===== src/rtl/norm_shifter.sv =====
// Iterative left normalizer: binary-searches the shift that brings the operand
// to normalized form (leading one, or single sign bit) and returns word + amount.
module norm_shifter #(
    parameter int WIDTH = 32,
    parameter int AMT_W = $clog2(WIDTH)
) (
    input  logic             clk,
    input  logic             rst,
    input  logic             valid_i,
    output logic             ready_o,
    input  logic             mode_i,
    input  logic [WIDTH-1:0] data_i,
    output logic             valid_o,
    input  logic             ready_i,
    output logic [WIDTH-1:0] data_o,
    output logic [AMT_W-1:0] amt_o,
    output logic             zero_o
);

    typedef enum logic [1:0] {IDLE, RUN, DONE} state_t;

    localparam logic [AMT_W-1:0] HALF_W    = AMT_W'(WIDTH / 2);
    localparam logic [AMT_W-1:0] LAST_STEP = AMT_W'(AMT_W - 1);
    localparam logic [AMT_W:0]   WIDTH_X   = (AMT_W + 1)'(WIDTH);
    localparam logic [AMT_W:0]   ONE_X     = (AMT_W + 1)'(1);

    state_t             state_q, state_d;
    logic [WIDTH-1:0]   x_q, x_d;
    logic               mode_q, mode_d;
    logic [AMT_W-1:0]   amt_q, amt_d;
    logic [AMT_W-1:0]   step_q, step_d;
    logic               opz_q, opz_d;
    logic               ready_q, ready_d;
    logic               valid_q, valid_d;
    logic [WIDTH-1:0]   data_q, data_d;
    logic [AMT_W-1:0]   amt_out_q, amt_out_d;
    logic               zero_out_q, zero_out_d;

    logic [AMT_W-1:0]   w;
    logic [AMT_W:0]     w_x;
    logic [WIDTH-1:0]   top_u, top_s, mask_s;
    logic               hit;
    logic [WIDTH-1:0]   x_step;
    logic [AMT_W-1:0]   amt_step;

    // One search step: test whether the top w bits (unsigned) or top w+1 bits
    // (signed) are redundant, and if so commit a shift of w.
    always_comb begin
        w        = HALF_W >> step_q;
        w_x      = {1'b0, w};
        top_u    = x_q >> (WIDTH_X - w_x);
        top_s    = x_q >> (WIDTH_X - w_x - ONE_X);
        mask_s   = ~({WIDTH{1'b1}} << (w_x + ONE_X));
        hit      = mode_q ? ((top_s == '0) || (top_s == mask_s)) : (top_u == '0);
        x_step   = hit ? (x_q << w) : x_q;
        amt_step = hit ? (amt_q + w) : amt_q;
    end

    always_comb begin
        state_d    = state_q;
        x_d        = x_q;
        mode_d     = mode_q;
        amt_d      = amt_q;
        step_d     = step_q;
        opz_d      = opz_q;
        data_d     = data_q;
        amt_out_d  = amt_out_q;
        zero_out_d = zero_out_q;

        case (state_q)
            IDLE: begin
                if (valid_i && ready_q) begin
                    x_d     = data_i;
                    mode_d  = mode_i;
                    amt_d   = '0;
                    step_d  = '0;
                    opz_d   = (data_i == '0);
                    state_d = RUN;
                end
            end
            RUN: begin
                x_d    = x_step;
                amt_d  = amt_step;
                step_d = step_q + AMT_W'(1);
                if (step_q == LAST_STEP) begin
                    data_d     = x_step;
                    amt_out_d  = amt_step;
                    zero_out_d = opz_q;
                    state_d    = DONE;
                end
            end
            DONE: begin
                if (ready_i) begin
                    state_d = IDLE;
                end
            end
            default: state_d = IDLE;
        endcase

        ready_d = (state_d == IDLE);
        valid_d = (state_d == DONE);
    end

    always_ff @(posedge clk) begin
        if (rst) begin
            state_q    <= IDLE;
            mode_q     <= 1'b0;
            amt_q      <= '0;
            step_q     <= '0;
            opz_q      <= 1'b0;
            ready_q    <= 1'b1;
            valid_q    <= 1'b0;
            data_q     <= '0;
            amt_out_q  <= '0;
            zero_out_q <= 1'b0;
        end else begin
            state_q    <= state_d;
            x_q        <= x_d;
            mode_q     <= mode_d;
            amt_q      <= amt_d;
            step_q     <= step_d;
            opz_q      <= opz_d;
            ready_q    <= ready_d;
            valid_q    <= valid_d;
            data_q     <= data_d;
            amt_out_q  <= amt_out_d;
            zero_out_q <= zero_out_d;
        end
    end

    assign ready_o = ready_q;
    assign valid_o = valid_q;
    assign data_o  = data_q;
    assign amt_o   = amt_out_q;
    assign zero_o  = zero_out_q;

endmodule


===== config.mk =====
export PLATFORM = sky130hd
export DESIGN_NAME = norm_shifter
export DESIGN_NICKNAME = d
export VERILOG_FILES = /design/src/rtl/norm_shifter.sv
export SDC_FILE = /design/constraint.sdc
export NUM_CORES = 1
export LEC_CHECK = 0
export ABC_AREA = 0
export CAP_MARGIN = 20
export CELL_PAD_IN_SITES_DETAIL_PLACEMENT = 1
export CELL_PAD_IN_SITES_GLOBAL_PLACEMENT = 1
export CORE_MARGIN = 2
export CORE_UTILIZATION = 40
export CTS_BUF_LIST = sky130_fd_sc_hd__clkbuf_16
export CTS_CLUSTER_SIZE = 28
export DETAILED_ROUTE_END_ITERATION = 8
export GPL_ROUTABILITY_DRIVEN = 0
export PLACE_DENSITY_LB_ADDON = 0.1
export SLEW_MARGIN = 0
export SYNTH_ARGS = -nofsm -noshare
export SYNTH_HDL_FRONTEND = slang
export SYNTH_SLANG_ARGS = --single-unit

===== constraint.sdc =====
create_clock -name clk -period 15.3 [get_ports clk]
set_input_delay 2.295 -clock clk [delete_from_list [all_inputs] [get_ports clk]]
set_output_delay 2.295 -clock clk [all_outputs]
set_load 0.01 [all_outputs]

## After elaboration in Yosys (flattened, before gate mapping)

Cells that the tools add are included.

| word-level totals | value |
|---|---|
| input port bits | 37 |
| output and inout port bits | 40 |
| register bits after elaboration | 86 |
| logic and storage cells | 53 |

| operators by class | value |
|---|---|
| reduce and logical (&&, ||, !) cells | 12 |
| equality and inequality tests | 6 |
| add/sub/neg operators | 5 |
| shifts and indexed selects | 5 |
| muxes and demuxes | 12 |
| bitwise gates (word level) | 2 |

Operators by type and width:

| cell | number |
|---|---|
| zero test 32 bit | 3 |
| two-way mux 32 bit | 2 |
| one-hot mux 32 bit (2 select lines) | 1 |
| right shift 32 x 6 -> 32 bit | 2 |
| == test 32 bit | 1 |
| NOT 32 bit | 1 |
| << shifter 32 x 5 -> 32 bit | 1 |
| << shifter 32 x 6 -> 32 bit (first input constant) | 1 |
| one-hot mux 5 bit (2 select lines) | 2 |
| two-way mux 5 bit | 2 |
| adder 5 x 1 -> 6 bit (second input constant) | 1 |
| two-way mux 2 bit | 3 |
| one-hot mux 2 bit (3 select lines) | 1 |
| AND reduction 2 bit | 3 |
| subtractor 6 x 1 -> 6 bit (second input constant) | 1 |
| subtractor 6 x 5 -> 6 bit (first input constant) | 1 |
| adder 5 x 1 -> 5 bit (second input constant) | 1 |
| adder 5 bit | 1 |
| == test 5 x 3 -> 1 bit (second input constant) | 1 |
| right shift 5 x 5 -> 5 bit (first input constant) | 1 |
| == test 2 bit (second input constant) | 2 |
| zero test 2 bit | 2 |
| AND reduction 3 bit | 1 |
| == test 2 x 1 -> 1 bit (second input constant) | 1 |
| other kinds (6) | 6 |

## Longest topological paths before layout

Gate-level depths: netlist of run 1.

| depth | value |
|---|---|
| word-level depth | 9 |
| mapped depth | 27 |
| depth with buffers taken out | 17 |

## Worst setup path after synthesis of run 1

No wires, ideal clock.

| timing path | value |
|---|---|
| path kind | reg-to-reg |
| from | register step_q[0] |
| to | register x_q[23] (data pin) |
| buffers on the path | 12 |
| stages on the path, launching flop included | 27 |
| library setup time | 268 ps |
| clock period less this slack | 5873 ps |
| data required time | 15032 ps |
| path slack | 9427 ps |
| arrival | 5605 ps |
| path through | dfxtp_1 -> buf_6 -> or4b_4 -> buf_6 -> nor2_4 -> inv_2 -> clkbuf_1 -> clkbuf_1 -> clkbuf_1 -> clkbuf_1 -> ha_1 -> buf_2 -> buf_2 -> buf_1 -> clkbuf_1 -> a31oi_1 -> a211oi_1 -> a22oi_1 -> o41ai_1 -> and4b_1 -> a311oi_1 -> nand3_1 -> o21a_1 -> buf_6 -> buf_12 -> mux2i_1 -> o21ai_0 |

| between the ends | value |
|---|---|
| longest elaborated chain between the ends | 9 |
| elaborated cells on any way between the ends | 16 |
| those cells by class | 3 x add/sub; 1 x eq/ne; 5 x shift; 3 x mux; 1 x bitwise; 3 x reduce/logical |

RTL lines:

| what | RTL line | text |
|---|---|---|
| start: declaration | 31 | `logic [AMT_W-1:0] step_q, step_d;` |
| start signal: assignment | 121 | `step_q <= step_d;` |
| right shift 5 x 5 -> 5 bit (*) | 49 | `w = HALF_W >> step_q;` |
| subtractor 6 x 5 -> 6 bit or adder 5 x 1 -> 6 bit (tied branches) | 51, 52, 53 |  |
| subtractor 6 x 1 -> 6 bit or << shifter 32 x 6 -> 32 bit (tied branches) | 52, 53 |  |
| right shift 32 x 6 -> 32 bit or NOT 32 bit (tied branches) | 52, 53 |  |
| == test 32 bit or zero test 32 bit (tied branches) | 54 | `hit = mode_q ? ((top_s == '0) \|\| (top_s == mask_s)) : (top_u == '0);` |
| logical OR 1 bit | 54 |  |
| two-way mux 1 bit | 54 |  |
| two-way mux 32 bit (*) | 55 | `x_step = hit ? (x_q << w) : x_q;` |
| one-hot mux 32 bit (2 select lines) (*) | 70 | `case (state_q)` |
| net x_d[23] | 28 | `logic [WIDTH-1:0] x_q, x_d;` |
| end signal: assignment | 118 | `x_q <= x_d;` |
| end: declaration | 28 |  |

Mark *: on every way through the listed nets, which the timed path passes. The rest lies on a longest branch.
A chain may end at the register's enable or synchronous reset.

## Worst setup path in the final report of run 1

| timing path | value |
|---|---|
| from | register step_q[2] |
| to | register x_q[15] (data pin) |

Same word-level chain as after synthesis.

==> results.toml, run 1 <==
[grt]
grt_pass1_wl_microns = 57500
grt_pass1_vias = 9538
grt_antenna_before_repair = 0
grt_overflow = 0
grt_max_degree = 70
grt_usage_pct = 33.4

[route]
wirelength_microns = 37700
drcViolationCount = 0
via_per_inst = 6.76
num_vias = 9798
antenna_left = 0
wl_per_cell_microns = 26.0
drt-initial-drc-count = 847
drt_first_pass_iters = 5

[clocking]
ctsHoldBuffers = 0
cts_resized = 0
cts.path.max_buffers = 2
cts_tree = "built"
cts_buffers = 9
clkSinkCount = 86
cts.htree.levels = 3
clk_pin_slew_worst_paths_ns = 0.07
postCtsSetupBuffers = 0
clock-root-buffer = "clkbuf_16"
worst_skew_pair.late_latency_ns = 0.34

[floorplanning]
die_x_microns = 150
die_area_sq_um = 22500
ios = 77
die_h_microns = 150
rows = 53
start_util_pct = 40.7
coreArea_sq_um = 21000

[layout]
final_common_cell = "nand2_1"
syn2layout_area_growth_pct = 12.5
nets = 1219
layout-drive-gt1-share_pct = 7.32
final_cell_mix = "nand2_1 (153), nor2_1 (138), a21oi_1 (99), clkdlybuf4s50_1 (75), o21ai_0 (71)"
num_antenna_cells = 0
fillers = 2658

[timing]
worst_pin_slew_ns = 1.03
tns_ns = 0
setup_violations = 0
fin_crit_ns = 7.89
finalClockSkew_ns = 0.00994
hold_violations = 0
rsz0062_at_grt = "false"
period_share_pct = 51.6
drv_slew = 0
setup_slack_ns = 7.41
fmax_mhz = 127
slew_headroom_pct = 30.8

[setup_path]
worst_setup_path_end_kind = "flip-flop"
path_cells = "or4b_4 > nor2_4 > inv_2 > buf_4 > ha_2 > clkinv_1 > buf_4 > o22ai_1 > a21oi_1 > o211ai_1 > a211oi_1 > mux2_2 > a221oi_1 > o2111ai_1 > and4b_1 > o21a_2 > buf_4 > mux2i_1 > o21ai_0"
cp.arrival_ns = 7.94
required_ns = 15.35
crit_top_cell = "buf_4"
slowest_delay_ns = 0.87
crit_family = "compound AO/OA/AOI/OAI gates"
worst_path_max_delay_cell = "a21oi_1"
cp_max_fo = 53
cp_num_buf_inv = 5
path_class = "reg -> reg"
start_kind = "flip-flop"

[logic_synthesis]
syn_inst = 1174
ys.flop_type = "dfxtp_1"
synth_seq_cells = 86
ys_seq_area_share_pct = 24.0
yosysUniqueCellTypes = 88
synth_warnings = 0
synth_area_sq_um = 8520
async_flop_share_pct = 0
synth-edff-count = 32
syn_area_per_cell_sq_um = 7.26
syn-num-nets = 1223

[run_status]
status = "finished, final reports clean"

[placed_design]
portBuffers = 76
dp.final_hpwl_microns = 27600
dp_slack_ns = 7.65

[min_path]
hp-class = "reg -> reg"

[power]
ir_drop_mv = 0.0481
power.density_nw_per_um2 = 75.5
p_leak_nw = 3.43
total_power_mw = 0.723

[run]
cap_violations = 0
synthesized netlist by cell type, drive strengths merged (7+ instances only):
master    n  area share, %
inv      21           0.92
a21oi    99            5.8
o31ai    11            1.1
ha       11            1.6
mux2      7           0.92
nand4    12           0.88
mux2i    45            5.5
and4      7           0.72
nand3    44            2.6
or3      11           0.92
o22ai    10           0.73
and2     16            1.2
buf      35            2.6
nor4     14            1.1
o32ai     7           0.72
dfxtp    54             13
clkbuf   76            3.4
a21o     14            1.2
a211oi   54            4.8
nor3     19            1.1
edfxtp   32             11
o311ai   13            1.3
and3     11           0.81
o211ai   18            1.6
nand2b    9           0.66
mux4      7            1.8
o21ai    72            4.3
nand2   153            6.7
a31oi    25            1.8
nor2    142            6.3
layer usage:
metal / GRT usage [%] / wire length, microns
met3: 5.21 / 2920
met2: 49.8 / 16200
met4: 16.1 / 1900
met1: 46.8 / 16600
met5: 0 / 0
cells by family (layout without fill, tap and decap cells):
| kind of cell | count (synthesis) | count (layout) | share of synthesized area (%) |
|---|---|---|---|
| buf+inv | 135 | 136 | 7.06 |
| fa+ha+maj | 12 | 12 | 1.85 |
| xor+xnor | 10 | 10 | 1.03 |
| mux | 59 | 59 | 8.25 |
| compound gates | 403 | 403 | 31.9 |
| simple gates | 469 | 469 | 25.9 |
| flops | 86 | 86 | 24.0 |
tightest hold or removal path, delay by kind of cell, from the launching register on:
family,cells,cell delay (ns)
compound gates,1,0.05
flops,1,0.32
simple gates,1,0.05
flip-flops by register name, summed over array words and instances, names as in the netlist, 2 cells and up:
register	cells
step_q	5
state_q	2
amt_q	5
data_o	32
x_q	32
amt_o	5
layout make-up:
cell class              count  area, sq um  share of cell area (%)
clock inverters             7         72.6                   0.757
flip-flops and latches     86         2040                    21.3
multi-input cells         953         5910                    61.6
inverters                  24         90.1                   0.940
clock buffers               9          225                    2.35
well taps                 275          344                    3.59
repair buffers             96          906                    9.45
path summary, 6_finish.rpt:
| kind | start | end | slack (ns) | depth (start not counted) |
|---|---|---|---|---|
| worst max register to register | step_q[2] | x_q[15] | 7.41 | 19 |
| worst max-delay path | step_q[2] | x_q[15] | 7.41 | 19 |
| worst min register to register | data_o[10] | data_o[10] | 0.47 | 2 |
| worst min-delay path | data_o[10] | data_o[10] | 0.47 | 2 |
through the flow:
step | std cells | cell area [sq um] | utilization (%) | hold slack (ns)
3_3_place_gp | 1434 | 9290 | 44.3 | 0.443
6_report | 1450 | 9590 | 45.8 | 0.467
2_1_floorplan | 1174 | 8520 | - | 0.432
5_1_grt | 1450 | 9590 | 45.8 | 0.490
4_1_cts | 1450 | 9590 | 45.8 | 0.471
3_5_place_dp | 1434 | 9290 | 44.3 | 0.457
report_power, final:
| group | total (mW) | internal [mW] | switching, mW |
|---|---|---|---|
| registers | 0.273 | 0.249 | 0.0234 |
| logic | 0.227 | 0.0788 | 0.149 |
| clock network | 0.223 | 0.127 | 0.0961 |
| total | 0.723 | 0.455 | 0.268 |
Note: power is estimated with default switching activity, not from simulation.
==> run 2, diff against run 1 <==
Clock period 15.3 ns to 8.1 ns, I/O delays scaled along.
==> run 2 against run 1 <==
Maximum frequency is 15% higher. First-iteration DRC count is 17% higher. Sequential cell count stayed put. Cell count is 0.21% higher. Largest cell class unchanged. Critical path type unchanged. Clock power is 75% higher. Combinational power is 93% higher.
==> results.toml, run 2 (synthesis results as in run 1) <==
[run_status]
status = "finished, final reports clean"

[setup_path]
cp.arrival_ns = 6.90
r2r_slack_ns = 1.26
worst_path_max_delay_cell = "or4b_4"
crit_family = "compound AO/OA/AOI/OAI gates"
path_cells = "or4b_4 > nor2_4 > inv_2 > ha_2 > buf_4 > nor4_1 > a211oi_1 > mux2i_1 > o21ai_0 > a21oi_1 > a21o_1 > a211oi_1 > and4b_1 > o21a_2 > buf_4 > mux2i_1 > o21ai_0"
required_ns = 8.16
cp_num_buf_inv = 3
cp_max_fo = 64
start_kind = "flip-flop"
worst_setup_path_end_kind = "flip-flop"
path_class = "reg -> reg"
slowest_delay_ns = 0.72

[timing]
hold_violations = 0
worst_pin_slew_ns = 1.16
fmax_mhz = 146
fin_crit_ns = 6.84
period_share_pct = 84.4
slew_headroom_pct = 22.9
drv_slew = 0
rsz0062_at_grt = "false"
setup_slack_ns = 1.26
setup_violations = 0
tns_ns = 0
finalClockSkew_ns = 0.0172

[grt]
grt_antenna_before_repair = 0
grt_overflow = 0
grt_pass1_vias = 9547
grt_pass1_wl_microns = 58100
grt_max_degree = 70
grt_usage_pct = 33.5

[floorplanning]
die_x_microns = 150
ios = 77
die_h_microns = 150
die_area_sq_um = 22500
coreArea_sq_um = 21000
start_util_pct = 40.7
rows = 53

[clocking]
cts.htree.levels = 3
cts.path.max_buffers = 2
cts_tree = "built"
clkSinkCount = 86
cts_resized = 0
postCtsSetupBuffers = 0
worst_skew_pair.late_latency_ns = 0.35
cts_buffers = 9
ctsHoldBuffers = 0
clk_pin_slew_worst_paths_ns = 0.07
clock-root-buffer = "clkbuf_16"

[layout]
final_cell_area_sq_um = 9580
fillers = 2673
num_antenna_cells = 0
final_cell_mix = "nand2_1 (153), nor2_1 (139), a21oi_1 (99), clkdlybuf4s50_1 (75), o21ai_0 (71)"
layout-drive-gt1-share_pct = 7.39
multi_input_area_sq_um = 5910
regArea_sq_um = 2040
syn2layout_area_growth_pct = 12.4
nets = 1222
final_common_cell = "nand2_1"

[placed_design]
portBuffers = 76
dp_slack_ns = 1.43
dp.final_hpwl_microns = 27900
placed_cell_area_sq_um = 9310

[route]
drcViolationCount = 0
via_per_inst = 6.76
num_vias = 9824
wirelength_microns = 37900
drt_first_pass_iters = 5
drt-initial-drc-count = 987
antenna_left = 0
wl_per_cell_microns = 26.1

[power]
seqPwrFrac_pct = 38.2
combPwrFrac_pct = 32.7
ir_drop_mv = 0.110
p_sw_share_pct = 38.0
internal-power_mw = 0.830
p_switching_mw = 0.508
p_leak_nw = 3.43
power.density_nw_per_um2 = 140
clkPwrFrac_pct = 29.1

[min_path]
hp-class = "reg -> reg"

[run]
cap_violations = 0
## run 2: cell types whose count changed in the layout (fill, tap and decap cells not counted), sizes merged
cell      before  now
buf           21   24
clkinvlp       1    2
bufinv         1    0
## run 2: per-stage QoR
step | utilization (%) | cells | hold WS (ns) | total power, mW
after floorplan | - | 1174 | 0.432 | 0.786
final | 45.7 | 1453 | 0.470 | 1.34
after global routing | 45.7 | 1453 | 0.493 | 1.40
after detailed placement | 44.4 | 1437 | 0.459 | 0.939
after global placement | 44.4 | 1437 | 0.450 | 0.934
after CTS | 45.7 | 1453 | 0.473 | 1.33
## run 2: worst register-to-register path: stages, from the launching register on
cell      delay [ns]
dfxtp_1         0.68
or4b_4          0.72
nor2_4          0.16
inv_2           0.05
ha_2            0.35
buf_4           0.58
nor4_1          0.14
a211oi_1        0.69
mux2i_1         0.14
o21ai_0         0.55
a21oi_1         0.22
a21o_1          0.23
a211oi_1        0.20
and4b_1         0.42
o21a_2          0.69
buf_4           0.39
mux2i_1         0.21
o21ai_0         0.10
## run 2: path summary, 6_finish.rpt
| kind | depth (start not counted) | start | endpoint |
|---|---|---|---|
| setup / recovery | 17 | step_q[2] | x_q[26] |
| hold / removal | 2 | opz_q | zero_o |
| setup reg to reg | 17 | step_q[2] | x_q[26] |
| hold reg to reg | 2 | opz_q | zero_o |
## run 2: power by group through the flow
stage / Combinational [mW] / Clock, mW / Sequential (mW)
final: 0.438 / 0.390 / 0.511
after global routing: 0.468 / 0.417 / 0.512
after CTS: 0.423 / 0.396 / 0.508
after detailed placement: 0.421 / 0 / 0.518
after global placement: 0.416 / 0 / 0.518
after floorplan: 0.293 / 0 / 0.493
## run 2: cell type report
class | count | share of cell area, %
well taps | 275 | 3.59
repair buffers | 99 | 9.69
inverters | 24 | 0.940
clock inverters | 7 | 0.509
clock buffers | 9 | 2.35
multi-input cells | 953 | 61.6
flip-flops and latches | 86 | 21.3
## run 2: layer usage
metal	up-vias	share of wire [%]	global-route usage, %
li1	4402	-	-
met1	4775	43	45.9
met2	514	44	51.7
met3	133	6.9	4.42
met4	0	5.2	16.8
met5	-	0	0
